## config.mk

```make
export PLATFORM = sky130hd
export DESIGN_NAME = uart_tx
export DESIGN_NICKNAME = d
export VERILOG_FILES = /design/src/rtl/uart_pkg.sv /design/src/rtl/uart_fifo.sv /design/src/rtl/uart_tx.sv
export SDC_FILE = /design/constraint.sdc
export NUM_CORES = 1
export LEC_CHECK = 0
export ABC_AREA = 1
export CAP_MARGIN = 0
export CORE_ASPECT_RATIO = 0.7
export CORE_MARGIN = 2
export CORE_UTILIZATION = 30
export CTS_BUF_LIST = sky130_fd_sc_hd__clkbuf_16
export CTS_CLUSTER_DIAMETER = 150
export DETAILED_ROUTE_END_ITERATION = 8
export SLEW_MARGIN = 20
export SYNTH_ARGS = -nofsm -noshare
export SYNTH_HDL_FRONTEND = slang
export SYNTH_SLANG_ARGS = --single-unit
export TNS_END_PERCENT = 100
```

## constraint.sdc

```tcl
create_clock -name Clk -period 7.1 [get_ports Clk]
set_clock_uncertainty 0.1 [all_clocks]
set_input_delay 1.42 -clock Clk [delete_from_list [all_inputs] [get_ports Clk]]
set_output_delay 1.42 -clock Clk [all_outputs]
set_load 0.03 [all_outputs]
```

## src/rtl/uart_pkg.sv

```systemverilog
// Constants and FSM encoding shared by the UART transmitter and receiver.
package uart_pkg;

  localparam int CLKS_PER_BIT_DEFAULT = 24;
  localparam int DATA_BITS            = 8;
  localparam int STOP_BITS            = 1;

  typedef enum logic [1:0] {
    IDLE  = 2'd0,
    START = 2'd1,
    DATA  = 2'd2,
    STOP  = 2'd3
  } uart_state_e;

  // Width of a counter that holds 0..n-1; never narrower than one bit.
  function automatic int cnt_width(input int n);
    return (n > 1) ? $clog2(n) : 1;
  endfunction

endpackage

```

## src/rtl/uart_fifo.sv

```systemverilog
// Synchronous byte FIFO feeding the transmitter. DEPTH must be a power of
// two (>= 2) so the pointers wrap on their own. A push on a full FIFO is
// dropped even if a pop happens on the same edge.
module uart_fifo #(
  parameter int DEPTH = 4,
  parameter int WIDTH = 8
) (
  input  logic                   clk,
  input  logic                   rst_b,
  input  logic                   push,
  input  logic [WIDTH-1:0]       din,
  input  logic                   pop,
  output logic [WIDTH-1:0]       dout,
  output logic                   full,
  output logic                   empty,
  output logic [$clog2(DEPTH):0] count
);

  localparam int AW = $clog2(DEPTH);

  logic [WIDTH-1:0] mem [DEPTH];
  logic [AW-1:0]    wr_ptr;
  logic [AW-1:0]    rd_ptr;
  logic             push_ok;
  logic             pop_ok;

  assign full    = (count == (AW+1)'(DEPTH));
  assign empty   = (count == '0);
  assign push_ok = push && !full;
  assign pop_ok  = pop && !empty;
  assign dout    = mem[rd_ptr];

  // Storage: contents are never reset, the pointers define what is valid.
  always_ff @(posedge clk) begin
    if (rst_b && push_ok) mem[wr_ptr] <= din;
  end

  // Pointers and occupancy; a simultaneous push and pop keeps count.
  always_ff @(posedge clk) begin
    if (!rst_b) begin
      wr_ptr <= '0;
      rd_ptr <= '0;
      count  <= '0;
    end else begin
      if (push_ok) wr_ptr <= wr_ptr + 1'b1;
      if (pop_ok)  rd_ptr <= rd_ptr + 1'b1;
      case ({push_ok, pop_ok})
        2'b10:   count <= count + 1'b1;
        2'b01:   count <= count - 1'b1;
        default: count <= count;
      endcase
    end
  end

endmodule

```

## src/rtl/uart_tx.sv

```systemverilog
// Buffered 8N1 UART transmitter, LSB first, idle-high line.
//
//   state | meaning
//   IDLE  | line high, waiting for a buffered byte
//   START | start bit (low) for one bit time
//   DATA  | data bits 0..7 from the held shifter byte
//   STOP  | stop bit(s) high; chains straight into START if more data
module uart_tx
  import uart_pkg::*;
#(
  parameter int CLKS_PER_BIT = CLKS_PER_BIT_DEFAULT,
  parameter int FIFO_DEPTH   = 4
) (
  input  logic                        Clk,
  input  logic                        Reset,
  input  logic [7:0]                  TX_data,
  input  logic                        TX_valid,
  output logic                        TX_ready,
  output logic                        TX,
  output logic                        TX_busy,
  output logic [$clog2(FIFO_DEPTH):0] Fifo_count
);

  localparam int             CW        = cnt_width(CLKS_PER_BIT);
  localparam logic [CW-1:0]  BAUD_LAST = CW'(CLKS_PER_BIT - 1);
  localparam logic [2:0]     DATA_LAST = 3'(DATA_BITS - 1);
  localparam logic [2:0]     STOP_LAST = 3'(STOP_BITS - 1);

  uart_state_e   state;
  logic [CW-1:0] baud_cnt;
  logic [2:0]    bit_idx;
  logic [2:0]    idx_next;
  logic [7:0]    shifter;
  logic          tx_q;
  logic          baud_end;
  logic          frame_end;
  logic          pop;
  logic [7:0]    head;
  logic          full;
  logic          empty;

  assign baud_end  = (baud_cnt == BAUD_LAST);
  assign frame_end = (state == STOP) && baud_end && (bit_idx == STOP_LAST);
  assign idx_next  = bit_idx + 3'd1;
  assign pop       = Reset && !empty && ((state == IDLE) || frame_end);

  assign TX_ready  = !full;
  assign TX        = tx_q;
  assign TX_busy   = (state != IDLE) || !empty;

  uart_fifo #(
    .DEPTH (FIFO_DEPTH),
    .WIDTH (8)
  ) u_fifo (
    .clk   (Clk),
    .rst_b (Reset),
    .push  (TX_valid),
    .din   (TX_data),
    .pop   (pop),
    .dout  (head),
    .full  (full),
    .empty (empty),
    .count (Fifo_count)
  );

  // Frame sequencer: baud counter, bit index, held shifter byte and line register.
  always_ff @(posedge Clk) begin
    if (!Reset) begin
      state    <= IDLE;
      tx_q     <= 1'b1;
      baud_cnt <= '0;
      bit_idx  <= '0;
      shifter  <= '0;
    end else begin
      case (state)
        IDLE: begin
          tx_q     <= 1'b1;
          baud_cnt <= '0;
          bit_idx  <= '0;
          if (!empty) begin
            shifter <= head;
            tx_q    <= 1'b0;
            state   <= START;
          end
        end
        START: begin
          if (baud_end) begin
            baud_cnt <= '0;
            bit_idx  <= '0;
            tx_q     <= shifter[0];
            state    <= DATA;
          end else begin
            baud_cnt <= baud_cnt + 1'b1;
          end
        end
        DATA: begin
          if (baud_end) begin
            baud_cnt <= '0;
            if (bit_idx == DATA_LAST) begin
              bit_idx <= '0;
              tx_q    <= 1'b1;
              state   <= STOP;
            end else begin
              bit_idx <= idx_next;
              tx_q    <= shifter[idx_next];
            end
          end else begin
            baud_cnt <= baud_cnt + 1'b1;
          end
        end
        STOP: begin
          if (baud_end) begin
            baud_cnt <= '0;
            if (bit_idx == STOP_LAST) begin
              bit_idx <= '0;
              if (!empty) begin
                shifter <= head;
                tx_q    <= 1'b0;
                state   <= START;
              end else begin
                tx_q  <= 1'b1;
                state <= IDLE;
              end
            end else begin
              bit_idx <= idx_next;
            end
          end else begin
            baud_cnt <= baud_cnt + 1'b1;
          end
        end
        default: begin
          tx_q  <= 1'b1;
          state <= IDLE;
        end
      endcase
    end
  end

endmodule

```

==> results_dict.tcl <==
set metrics [dict create \
    outcome "completed" \
    period_share_pct 54.73 \
    fin_tns_setup_ns 0 \
    cts_max_path_buffers 2 \
    cp-start-kind "input port" \
    fin_crit_ns 3.886 \
    cts.clk_slew.worst_paths_ns 0.05 \
    final_area_mm2 0.003326 \
    h-tree-depth 3 \
    routed_wl_um 5040 \
    ant_nets 0 \
    final_layout_size_suffix_gt1_share_pct 13.40 \
    clock-root-buffer "clkbuf_16" \
    holdBufCountCts 0 \
    first_global_vias 1859 \
    path_cells "clkdlybuf4s50_1 > inv_1 > nor2_1 > nand2_1 > inv_2 > ha_1 > inv_1 > fa_1 > a21oi_1 > o21ai_0 > o21ai_0 > a21oi_1" \
    p_leak_nw 1.317 \
    endpoint_kind "flip-flop" \
    initial_utilization_pct 30.85 \
    fin_hold_ws_ns 0.3522 \
    place_area_mm2 0.003043 \
    syn_area_mm2 0.002788 \
    die_x_um 119.2 \
    dp_slack_ns 2.925 \
    p_total_mw 1.323 \
    grt-ovfl-total 0 \
    ys.flop_type "edfxtp_1" \
    comb_power_share_pct 33.4 \
    cts.sinks 60 \
    fin_nets 343 \
    wl_per_cell_um 11.33 \
    rsz0062_at_grt "false" \
    layout_setup_ws_ns 3.214 \
    antenna_cells 0 \
    drt-initial-drc-count 122 \
    antenna_found_initial 0 \
    cts_setup_buffers 0 \
    pwr-share-seq_pct 35.5 \
    synth_edf_count 32 \
    vdd_drop_max_mv 0.1996 \
    finalHoldViolCount 0 \
    dp_cells 430 \
    grt_pass1_wl_um 8735 \
    syn_area_per_cell_um2 9.386 \
    vias 1873 \
    postSynth.asyncResetShare_pct 0 \
    r2r_slack_ns 4.46 \
    die_area_mm2 0.01009 \
    setup_violations 0 \
    swShare_pct 35.64 \
    drt-pass1-iter-count 4 \
    rows 29 \
    max_stage_delay_ns 0.95 \
    worstMarginPinSlew_ns 0.7622 \
    fp.dieH_um 84.65 \
    worst-path-max-fanout 21 \
    maxCapViolations 0 \
    io_buffers 16 \
    ys_seq_area_share_pct 54.58 \
    multi_input_area_mm2 0.001052 \
    path_buf_inv 4 \
    critPathTopFamily "buffers and inverters" \
    ys_warn_count 0 \
    report.final.slew_viol_count 0 \
    powerDensity_mw_per_mm2 397.7 \
    gp_congestion 0.7605 \
    grt.total_usage_pct 11.07 \
    grt_max_degree 22 \
    core_area_mm2 0.009035 \
    ys_types 30 \
    area_growth_pct 19.30 \
    clk_latency_ns 0.33 \
    fmax_mhz 257.4 \
    syn_nets 323 \
    seq_area_mm2 0.001521 \
    p_switching_mw 0.4714 \
    maxSlewHeadroom_pct 49.00 \
    route.detailed.drc 0 \
    fillers 884 \
    pin_count 17 \
    final_util_pct 36.81 \
    intPower_mw 0.8513 \
    cts-resized-gates 0 \
    synth_cells 297 \
    crit_arrival_ns 4.00 \
    cp_slowest_cell "clkdlybuf4s50_1" \
    numCtsBuffers 9 \
    p_clk_share_pct 31.0 \
    cts_tree "built" \
    crit_required_ns 7.21 \
    post_drt_via_cell_ratio 4.209 \
    min_path_type "flip-flop to flip-flop" \
    hpwl_um 3505 \
    finalNonFillerCells 445 \
    ys_seq_elements 60 \
    critical_path_class "input port to flip-flop" \
]
[cell usage after synthesis (2+ instances only)]
| master | instances | area [um^2] |
|---|---|---|
| nand2_1 | 37 | 138.9 |
| nor2_1 | 46 | 172.7 |
| nand3_1 | 13 | 65.06 |
| ha_1 | 14 | 175.2 |
| nand2_2 | 4 | 25.02 |
| nor2_4 | 2 | 22.52 |
| xor2_1 | 3 | 26.28 |
| buf_4 | 3 | 22.52 |
| nand3_2 | 2 | 20.02 |
| nor2_2 | 7 | 43.79 |
| inv_1 | 29 | 108.9 |
| inv_2 | 11 | 41.29 |
| o21ai_1 | 18 | 90.09 |
| a21oi_1 | 17 | 85.08 |
| o21ai_0 | 18 | 90.09 |
| dfxtp_1 | 28 | 560.5 |
| edfxtp_1 | 32 | 960.9 |
[layer usage]
metal  track usage, %  up-vias  wire [um]
li1                 -     1010          -
met1            14.55      830       2651
met2            16.67       25       2145
met3            4.076        8        168
met4            4.221        0         74
met5                0        -          0
[flip-flops by register name (all words and copies together) (netlist names), named ones only]
register	count
shifter	8
baud_cnt	5
u_fifo.mem	32
bit_idx	3
TX	1
u_fifo.wr_ptr	2
u_fifo.count	3
state	2
u_fifo.rd_ptr	2
[power groups by stage]
stage / Combinational (mW) / Sequential, mW / Clock (mW)
2_1_floorplan: 0.352 / 0.476 / 0
3_3_place_gp: 0.443 / 0.476 / 0
3_5_place_dp: 0.446 / 0.477 / 0
6_report: 0.442 / 0.470 / 0.411
5_1_grt: 0.512 / 0.479 / 0.436
4_1_cts: 0.449 / 0.471 / 0.419
[cells in the final DEF, fill, tap and decap left out, drive strengths merged, types with 3 or more instances in the layout]
| master | instances |
|---|---|
| inv | 41 |
| nor2 | 55 |
| a21oi | 18 |
| clkinv | 5 |
| xor2 | 3 |
| ha | 14 |
| o21ai | 37 |
| clkbuf | 9 |
| nand2 | 41 |
| clkdlybuf4s50 | 16 |
| dfxtp | 28 |
| edfxtp | 32 |
| nand3 | 16 |
[kinds of logic (layout without fill, tap and decap cells)]
kind of cell / count (synthesis) / count (layout) / share of synthesized area [%]
fa+ha+maj: 15 / 15 / 7.002
buf+inv: 48 / 72 / 7.674
simple gates: 114 / 114 / 18.58
xor+xnor: 3 / 3 / 0.9427
compound gates: 57 / 57 / 11.22
flops: 60 / 60 / 54.58
[path summary, 6_finish.rpt]
path	cells past startpoint	to	startpoint
setup reg to reg	15	u_fifo.count[2]	bit_idx[0]
setup / recovery	12	u_fifo.count[2]	Reset
hold / removal	1	baud_cnt[0]	baud_cnt[0]
hold reg to reg	1	baud_cnt[0]	baud_cnt[0]
[cell type report]
class | instances | share of cell area [%]
Multi-Input combinational cell | 189 | 31.64
Timing Repair Buffer | 16 | 4.816
Inverter | 41 | 4.628
Sequential cell | 60 | 45.75
Tap cell | 124 | 4.665
Clock inverter | 6 | 1.731
Clock buffer | 9 | 6.772
[worst register-to-register path, cell delays in order (launching register included)]
cell and delay [ns]:
dfxtp_1 0.37, inv_1 0.19, ha_1 0.17, inv_1 0.06, nor2_4 0.11, nand2_1 0.06, o21bai_1 0.18, nand2_1 0.17
inv_2 0.10, ha_1 0.13, inv_1 0.06, fa_1 0.37, a21oi_1 0.13, o21ai_0 0.10, o21ai_0 0.16, a21oi_1 0.06
Power figures use the tool's default switching activity.
